### src/rtl/if_id_queue_pkg.sv
// Shared fetch/decode definitions: instruction bus widths, zero word and
// the {pc, inst} fetch entry that the predecode stage will reuse.
`ifndef IF_ID_QUEUE_DEFS
`define IF_ID_QUEUE_DEFS
`define InstAddrBus 31:0
`define InstBus     31:0
`define ZeroWord    32'h0000_0000
`endif

package if_id_queue_pkg;

  localparam int INST_ADDR_BUS_W = 32;
  localparam int INST_BUS_W      = 32;

  typedef logic [INST_ADDR_BUS_W-1:0] inst_addr_t;
  typedef logic [INST_BUS_W-1:0]      inst_t;

  // One buffered fetch slot; storage keeps pc and inst side by side.
  typedef struct packed {
    inst_addr_t pc;
    inst_t      inst;
  } fetch_entry_t;

endpackage

### src/rtl/if_id_queue_if.sv
// Fetch-side and decode-side bundle of the instruction buffer.
interface if_id_queue_if #(
  parameter int FETCH_WIDTH = 2,
  parameter int ISSUE_WIDTH = 2,
  parameter int ADDR_WIDTH  = 32,
  parameter int INST_WIDTH  = 32
);
  localparam int POP_W = $clog2(ISSUE_WIDTH + 1);

  logic [FETCH_WIDTH-1:0]            if_valid_i;
  logic [FETCH_WIDTH*ADDR_WIDTH-1:0] if_pc_i;
  logic [FETCH_WIDTH*INST_WIDTH-1:0] if_inst_i;
  logic                              if_ready_o;
  logic [ISSUE_WIDTH-1:0]            id_valid_o;
  logic [ISSUE_WIDTH*ADDR_WIDTH-1:0] id_pc_o;
  logic [ISSUE_WIDTH*INST_WIDTH-1:0] id_inst_o;
  logic [POP_W-1:0]                  id_pop_num_i;

  // Buffer side.
  modport slave (
    input  if_valid_i, if_pc_i, if_inst_i, id_pop_num_i,
    output if_ready_o, id_valid_o, id_pc_o, id_inst_o
  );

  // Fetch/decode side.
  modport master (
    output if_valid_i, if_pc_i, if_inst_i, id_pop_num_i,
    input  if_ready_o, id_valid_o, id_pc_o, id_inst_o
  );
endinterface

### src/rtl/if_id_queue_checker.sv
// Simulation checks on decode behaviour: decode may never pop more slots
// than are currently shown as valid.
module if_id_queue_checker #(
  parameter int ISSUE_WIDTH = 2,
  parameter int CNT_W       = 4,
  parameter int POP_W       = 2
) (
  input logic             clk,
  input logic             rst,
  input logic             flush,
  input logic [CNT_W-1:0] count,
  input logic [POP_W-1:0] pop_num
);

  logic [CNT_W-1:0] avail_s;

  // Number of slots decode can legally consume this cycle.
  always_comb begin
    if (count >= CNT_W'(ISSUE_WIDTH)) begin
      avail_s = CNT_W'(ISSUE_WIDTH);
    end else begin
      avail_s = count;
    end
  end

  a_pop_legal: assert property (@(posedge clk) disable iff (!rst)
    (flush || (CNT_W'(pop_num) <= avail_s)));

endmodule

### src/rtl/if_id_queue_lane_compact.sv
// Maps the fetch valid mask to dense write offsets (number of set lanes
// below each lane) and the total number of set lanes.
module if_id_queue_lane_compact #(
  parameter  int FETCH_WIDTH = 2,
  localparam int LANE_W      = $clog2(FETCH_WIDTH + 1)
) (
  input  logic [FETCH_WIDTH-1:0]             lane_valid,
  output logic [FETCH_WIDTH-1:0][LANE_W-1:0] lane_offset,
  output logic [LANE_W-1:0]                  lane_count
);

  logic [LANE_W-1:0] running_s;

  // Prefix count over the mask, lane 0 first.
  always_comb begin
    running_s   = {LANE_W{1'b0}};
    lane_offset = {(FETCH_WIDTH*LANE_W){1'b0}};
    for (int j = 0; j < FETCH_WIDTH; j++) begin
      lane_offset[j] = running_s;
      if (lane_valid[j]) begin
        running_s = running_s + LANE_W'(1);
      end else begin
        running_s = running_s;
      end
    end
    lane_count = running_s;
  end

endmodule

### src/rtl/if_id_queue.sv
// Instruction buffer between fetch and decode: circular FIFO taking up to
// FETCH_WIDTH masked instructions per cycle and showing the ISSUE_WIDTH
// oldest to decode in program order, with single-cycle flush.
module if_id_queue
  import if_id_queue_pkg::*;
#(
  parameter int FETCH_WIDTH = 2,
  parameter int ISSUE_WIDTH = 2,
  parameter int DEPTH       = 8,
  parameter int ADDR_WIDTH  = INST_ADDR_BUS_W,
  parameter int INST_WIDTH  = INST_BUS_W
) (
  input logic            clk,
  input logic            rst,
  input logic            flush,
  if_id_queue_if.slave   bus
);

  localparam int PTR_W  = $clog2(DEPTH);
  localparam int CNT_W  = $clog2(DEPTH + 1);
  localparam int LANE_W = $clog2(FETCH_WIDTH + 1);
  localparam int POP_W  = $clog2(ISSUE_WIDTH + 1);
  localparam logic [CNT_W-1:0] READY_LIMIT = CNT_W'(DEPTH - FETCH_WIDTH);
  localparam logic [CNT_W-1:0] ISSUE_MAX   = CNT_W'(ISSUE_WIDTH);

  logic [ADDR_WIDTH-1:0] mem_pc_r   [DEPTH];
  logic [INST_WIDTH-1:0] mem_inst_r [DEPTH];
  logic [PTR_W-1:0]      head_r;
  logic [PTR_W-1:0]      tail_r;
  logic [CNT_W-1:0]      count_r;

  logic                              ready_s;
  logic                              push_s;
  logic [CNT_W-1:0]                  push_cnt_s;
  logic [CNT_W-1:0]                  avail_s;
  logic [CNT_W-1:0]                  pop_req_s;
  logic [CNT_W-1:0]                  pop_cnt_s;
  logic [FETCH_WIDTH-1:0][LANE_W-1:0] lane_offset_s;
  logic [LANE_W-1:0]                 lane_count_s;

  if_id_queue_lane_compact #(
    .FETCH_WIDTH (FETCH_WIDTH)
  ) u_lane_compact (
    .lane_valid  (bus.if_valid_i),
    .lane_offset (lane_offset_s),
    .lane_count  (lane_count_s)
  );

  if_id_queue_checker #(
    .ISSUE_WIDTH (ISSUE_WIDTH),
    .CNT_W       (CNT_W),
    .POP_W       (POP_W)
  ) u_checker (
    .clk     (clk),
    .rst     (rst),
    .flush   (flush),
    .count   (count_r),
    .pop_num (bus.id_pop_num_i)
  );

  // Ready from registered occupancy only, so a same-cycle pop never helps.
  always_comb begin
    ready_s        = (count_r <= READY_LIMIT);
    bus.if_ready_o = ready_s;
    push_s         = (|bus.if_valid_i) && ready_s && !flush;
    if (push_s) begin
      push_cnt_s = CNT_W'(lane_count_s);
    end else begin
      push_cnt_s = {CNT_W{1'b0}};
    end
  end

  // Clamp the decode pop request to the number of valid slots.
  always_comb begin
    pop_req_s = CNT_W'(bus.id_pop_num_i);
    if (count_r >= ISSUE_MAX) begin
      avail_s = ISSUE_MAX;
    end else begin
      avail_s = count_r;
    end
    if (pop_req_s > avail_s) begin
      pop_cnt_s = avail_s;
    end else begin
      pop_cnt_s = pop_req_s;
    end
  end

  // Pointer and occupancy update; flush wins over push and pop.
  always_ff @(posedge clk or negedge rst) begin
    if (!rst) begin
      head_r  <= {PTR_W{1'b0}};
      tail_r  <= {PTR_W{1'b0}};
      count_r <= {CNT_W{1'b0}};
    end else if (flush) begin
      head_r  <= {PTR_W{1'b0}};
      tail_r  <= {PTR_W{1'b0}};
      count_r <= {CNT_W{1'b0}};
    end else begin
      head_r  <= head_r + PTR_W'(pop_cnt_s);
      tail_r  <= tail_r + PTR_W'(push_cnt_s);
      count_r <= count_r + push_cnt_s - pop_cnt_s;
    end
  end

  // Write set lanes densely at tail; storage itself is never cleared.
  always_ff @(posedge clk) begin
    for (int j = 0; j < FETCH_WIDTH; j++) begin
      if (push_s && bus.if_valid_i[j]) begin
        mem_pc_r[tail_r + PTR_W'(lane_offset_s[j])]   <= bus.if_pc_i[j*ADDR_WIDTH +: ADDR_WIDTH];
        mem_inst_r[tail_r + PTR_W'(lane_offset_s[j])] <= bus.if_inst_i[j*INST_WIDTH +: INST_WIDTH];
      end
    end
  end

  // Present the oldest entries; invalid slots read as zero bubbles.
  always_comb begin
    bus.id_valid_o = {ISSUE_WIDTH{1'b0}};
    bus.id_pc_o    = {(ISSUE_WIDTH*ADDR_WIDTH){1'b0}};
    bus.id_inst_o  = {(ISSUE_WIDTH*INST_WIDTH){1'b0}};
    for (int k = 0; k < ISSUE_WIDTH; k++) begin
      if (count_r > CNT_W'(k)) begin
        bus.id_valid_o[k]                       = 1'b1;
        bus.id_pc_o[k*ADDR_WIDTH +: ADDR_WIDTH] = mem_pc_r[head_r + PTR_W'(k)];
        bus.id_inst_o[k*INST_WIDTH +: INST_WIDTH] = mem_inst_r[head_r + PTR_W'(k)];
      end else begin
        bus.id_valid_o[k] = 1'b0;
      end
    end
  end

endmodule

### src/flat_wrapper.sv
// flat-port wrapper written by rule: the top's interface ports become plain ports
module if_id_queue_flat import if_id_queue_pkg::*;
#(
  parameter int FETCH_WIDTH = 2,
  parameter int ISSUE_WIDTH = 2,
  parameter int DEPTH       = 8,
  parameter int ADDR_WIDTH  = INST_ADDR_BUS_W,
  parameter int INST_WIDTH  = INST_BUS_W
)
  (clk, rst, flush, bus_if_valid_i, bus_if_pc_i, bus_if_inst_i, bus_id_pop_num_i, bus_if_ready_o, bus_id_valid_o, bus_id_pc_o, bus_id_inst_o);
  if_id_queue_if #(.FETCH_WIDTH(FETCH_WIDTH), .ISSUE_WIDTH(ISSUE_WIDTH), .ADDR_WIDTH(ADDR_WIDTH), .INST_WIDTH(INST_WIDTH)) bus_i ();
  input logic clk;
  input logic rst;
  input logic flush;
  input wire logic [$bits(bus_i.if_valid_i)-1:0] bus_if_valid_i;
  input wire logic [$bits(bus_i.if_pc_i)-1:0] bus_if_pc_i;
  input wire logic [$bits(bus_i.if_inst_i)-1:0] bus_if_inst_i;
  input wire logic [$bits(bus_i.id_pop_num_i)-1:0] bus_id_pop_num_i;
  output wire logic [$bits(bus_i.if_ready_o)-1:0] bus_if_ready_o;
  output wire logic [$bits(bus_i.id_valid_o)-1:0] bus_id_valid_o;
  output wire logic [$bits(bus_i.id_pc_o)-1:0] bus_id_pc_o;
  output wire logic [$bits(bus_i.id_inst_o)-1:0] bus_id_inst_o;
  assign bus_i.if_valid_i = bus_if_valid_i;
  assign bus_i.if_pc_i = bus_if_pc_i;
  assign bus_i.if_inst_i = bus_if_inst_i;
  assign bus_i.id_pop_num_i = bus_id_pop_num_i;
  assign bus_if_ready_o = bus_i.if_ready_o;
  assign bus_id_valid_o = bus_i.id_valid_o;
  assign bus_id_pc_o = bus_i.id_pc_o;
  assign bus_id_inst_o = bus_i.id_inst_o;
  if_id_queue #(.FETCH_WIDTH(FETCH_WIDTH), .ISSUE_WIDTH(ISSUE_WIDTH), .DEPTH(DEPTH), .ADDR_WIDTH(ADDR_WIDTH), .INST_WIDTH(INST_WIDTH)) u_core (.clk(clk), .rst(rst), .flush(flush), .bus(bus_i));
endmodule
### config.mk
export PLATFORM = sky130hd
export DESIGN_NAME = if_id_queue_flat
export DESIGN_NICKNAME = d
export VERILOG_FILES = /design/src/rtl/if_id_queue_pkg.sv /design/src/rtl/if_id_queue_if.sv /design/src/rtl/if_id_queue_checker.sv /design/src/rtl/if_id_queue_lane_compact.sv /design/src/rtl/if_id_queue.sv /design/src/flat_wrapper.sv
export SDC_FILE = /design/constraint.sdc
export NUM_CORES = 1
export LEC_CHECK = 0
export BUFFER_PORTS_ARGS = -buffer_cell sky130_fd_sc_hd__buf_4
export CAP_MARGIN = 20
export CORE_MARGIN = 5
export CORE_UTILIZATION = 50
export CTS_BUF_LIST = sky130_fd_sc_hd__clkbuf_2 sky130_fd_sc_hd__clkbuf_4 sky130_fd_sc_hd__clkbuf_8
export DETAILED_ROUTE_END_ITERATION = 6
export PLACE_DENSITY = 0.79
export SYNTH_ARGS = -nofsm -noshare
export SYNTH_HDL_FRONTEND = slang
export SYNTH_SLANG_ARGS = --single-unit
### constraint.sdc
create_clock -name clk -period 11.69 [get_ports clk]
set_clock_uncertainty 0.2 [all_clocks]
set_input_delay 1.169 -clock clk [delete_from_list [all_inputs] [get_ports clk]]
set_output_delay 1.169 -clock clk [all_outputs]
set_load 0.02 [all_outputs]
==> metrics.yaml <==
end_kind: "output pin"
min_period_ns: 6.544
area_growth_syn_to_layout_pct: 14.69
r2r_cells: 7
ir_drop_mv: 0.1869
grt_pass1_wl_um: 125700
synth_warnings: 0
violations: "DRC"
nets: 2085
final_cell_mix: "edfxtp_1 (512), mux2_2 (359), buf_4 (306), mux4_2 (256), a22o_1 (128)"
path_clk_slew_ns: 0.06
clock_latency_ns: 0.68
syn_nets: 1826
final_cell_area_sq_um: 34740
startpoint_type: "register"
ys.flop_type: "edfxtp_1"
antenna_found_initial: 12
worstMarginPinSlew_ns: 1.167
initialDrtViolationCount: 1809
yosys_register_bits: 522
drcViolationCount: 2
mostFrequentLayoutCell: "edfxtp_1"
cts_tree: "yes"
drt-vias-per-instance: 6.644
synth_area_sq_um: 30290
finalCritPeriodShare_pct: 55.98
grt_max_degree: 69
drive_gt1_share_pct: 60.27
die-area_sq_um: 65610
initial_utilization_pct: 50.38
finalSetupViolations: 0
cts_max_path_buffers: 3
ctsHoldBuffers: 0
cp.arrival_ns: 5.17
cts_setup_buffers: 0
ios: 266
outcome: "finished, violations left"
grt_use_met2_pct: 44.31
wl_per_cell_um: 30.63
cts_root_buf: "clkbuf_8"
grt_overflow: 0
ys_seq_area_share_pct: 51.58
numCtsBuffers: 87
post_dp_cell_area_sq_um: 32980
ys_async_sr_fraction_pct: 1.916
vias: 18510
ant_nets: 0
worstPathRequired_ns: 10.32
ys_types: 38
r2r_slack_ns: 7.57
crit-reg2reg-launch: "u_core.tail_r[0]$_DFF_PN0_"
finalSetupTns_ns: 0
post_cts_resized: 0
dp_hpwl_um: 48680
crit_fanout: 49
critPathKind: "register to output pin"
fp.dieH_um: 256.1
drt_pass1_iterations: 7
track_usage_pct: 25.35
gr-usage-met3_pct: 5.574
busiest_layer: "met2"
clock.fmax_mhz: 152.8
rows: 90
globalplace.congestion: 0.8179
totalWireLength_um: 85350
syn_avg_cell_area_sq_um: 18.13
grtUsageMet1_pct: 32.01
drv_cap: 0
slew_headroom_pct: 22.04
io_buffers: 265
core_sq_um: 60130
hold_viol: 0
power.density_nw_per_um2: 231.9
reg2reg_to: "u_core.mem_pc_r[5][17]$_DFFE_PP_"
die_w_um: 256.1
grt_pass1_vias: 19510
cts-htree-levels: 3
synthCells: 1671
power.leakage_uw: 0.01214
numClockSinks: 522
rsz0062_at_grt: "false"
hp-class: "input port to asynchronous set/reset pin"
synth_edf_count: 512
timing.final.max_slew_violations: 0
layer usage:
layer  up-vias  share of wire, %
met3       138               9.0
met4         8               2.1
met5         -             0.054
met2       963                52
met1      9790                37
li1       7612                 -
flip-flops by register name, summed over array words and instances (netlist names):
| signal | flops |
|---|---|
| u_core.count_r | 4 |
| u_core.mem_inst_r | 256 |
| u_core.tail_r | 3 |
| u_core.head_r | 3 |
| u_core.mem_pc_r | 256 |
worst max-delay path, stage by stage (launching register included):
cell and delay (ns):
dfrtp_4 1.11, ha_4 0.70, buf_4 0.74, buf_4 0.72, mux4_2 0.60, a22o_1 0.30, buf_4 0.18
through the flow:
step | worst slack (ns) | hold WS (ns) | total power (uW) | cells | utilization [%]
6_report | 5.146 | 0.1106 | 8055 | 2786 | 57.78
5_1_grt | 4.912 | 0.08928 | 8373 | 2781 | 57.75
4_1_cts | 5.054 | 0.06675 | 8101 | 2777 | 57.70
3_5_place_dp | 5.811 | 0.4748 | 6469 | 2622 | 54.85
3_3_place_gp | 5.829 | 0.4505 | 6413 | 2622 | 54.85
2_1_floorplan | 5.598 | 0.3610 | 5005 | 1671 | -
worst max-delay path by stage:
| stage | startpoint | endpoint | slack [ns] | depth (start not counted) |
|---|---|---|---|---|
| after floorplan | bus_if_valid_i[0] | u_core.mem_inst_r[4][0]$_DFFE_PP_ | 5.60 | 7 |
| after global placement | u_core.head_r[1]$_DFF_PN0_ | bus_id_inst_o[54] | 5.83 | 6 |
| after detailed placement | u_core.head_r[1]$_DFF_PN0_ | bus_id_inst_o[37] | 5.81 | 6 |
| after CTS | u_core.head_r[1]$_DFF_PN0_ | bus_id_inst_o[54] | 5.05 | 6 |
| after global routing | u_core.head_r[1]$_DFF_PN0_ | bus_id_inst_o[54] | 4.91 | 6 |
| final | u_core.head_r[1]$_DFF_PN0_ | bus_id_inst_o[54] | 5.15 | 6 |
synth_stat cells, types with 3 or more instances:
cell      count  area (sq um)
clkbuf_1     32         120.1
buf_4         8         60.06
edfxtp_1    512         15370
nor2_1       14         52.55
nor2_4        6         67.56
mux2_1       33         371.6
buf_6        13         146.4
dfrtp_1      10         250.2
nand2_1      10         37.54
mux2_2      359          4043
nand3_1       4         20.02
a21oi_1      10         50.05
inv_1        12         45.04
nor2b_1      10         62.56
ha_1         16         200.2
buf_1        16         60.06
xnor2_1       6         52.55
mux4_2      256          5766
fa_1          4         80.08
mux2_4      120          1802
and2_1        4         25.02
buf_2        68         340.3
nand2b_1      3         18.77
a22o_1      128          1121
kinds of logic (layout without fill, tap and decap cells):
logic type               Yosys count  after routing  share of synthesized area, %
other                              0              8                             0
AO/OA/AOI/OAI                    149            149                         4.130
XOR/XNOR                           7              7                        0.2024
buffers and inverters            149            474                         2.548
adder cells (fa/ha/maj)           20             20                        0.9252
multiplexers                     768            768                         39.55
flip-flops                       522            522                         51.58
AND/OR/NAND/NOR                   56             56                         1.062
cell type report:
cell class,instances,area [sq um]
timing repair buffer,307,2325
multi-input combinational,1000,14030
sequential,522,15630
clock inverter,40,287.8
inverter,12,45.04
antenna,8,20.02
tap,782,978.4
fill,4568,25390
clock buffer,115,1426
power by group:
group | internal, uW | switching [uW] | leakage (uW)
Combinational | 1940 | 2210 | 0.00647
Sequential | 2150 | 119 | 0.00475
Clock | 882 | 755 | 0.000913
Total | 4980 | 3080 | 0.0121
No activity file was read; power rests on OpenSTA's default activity.
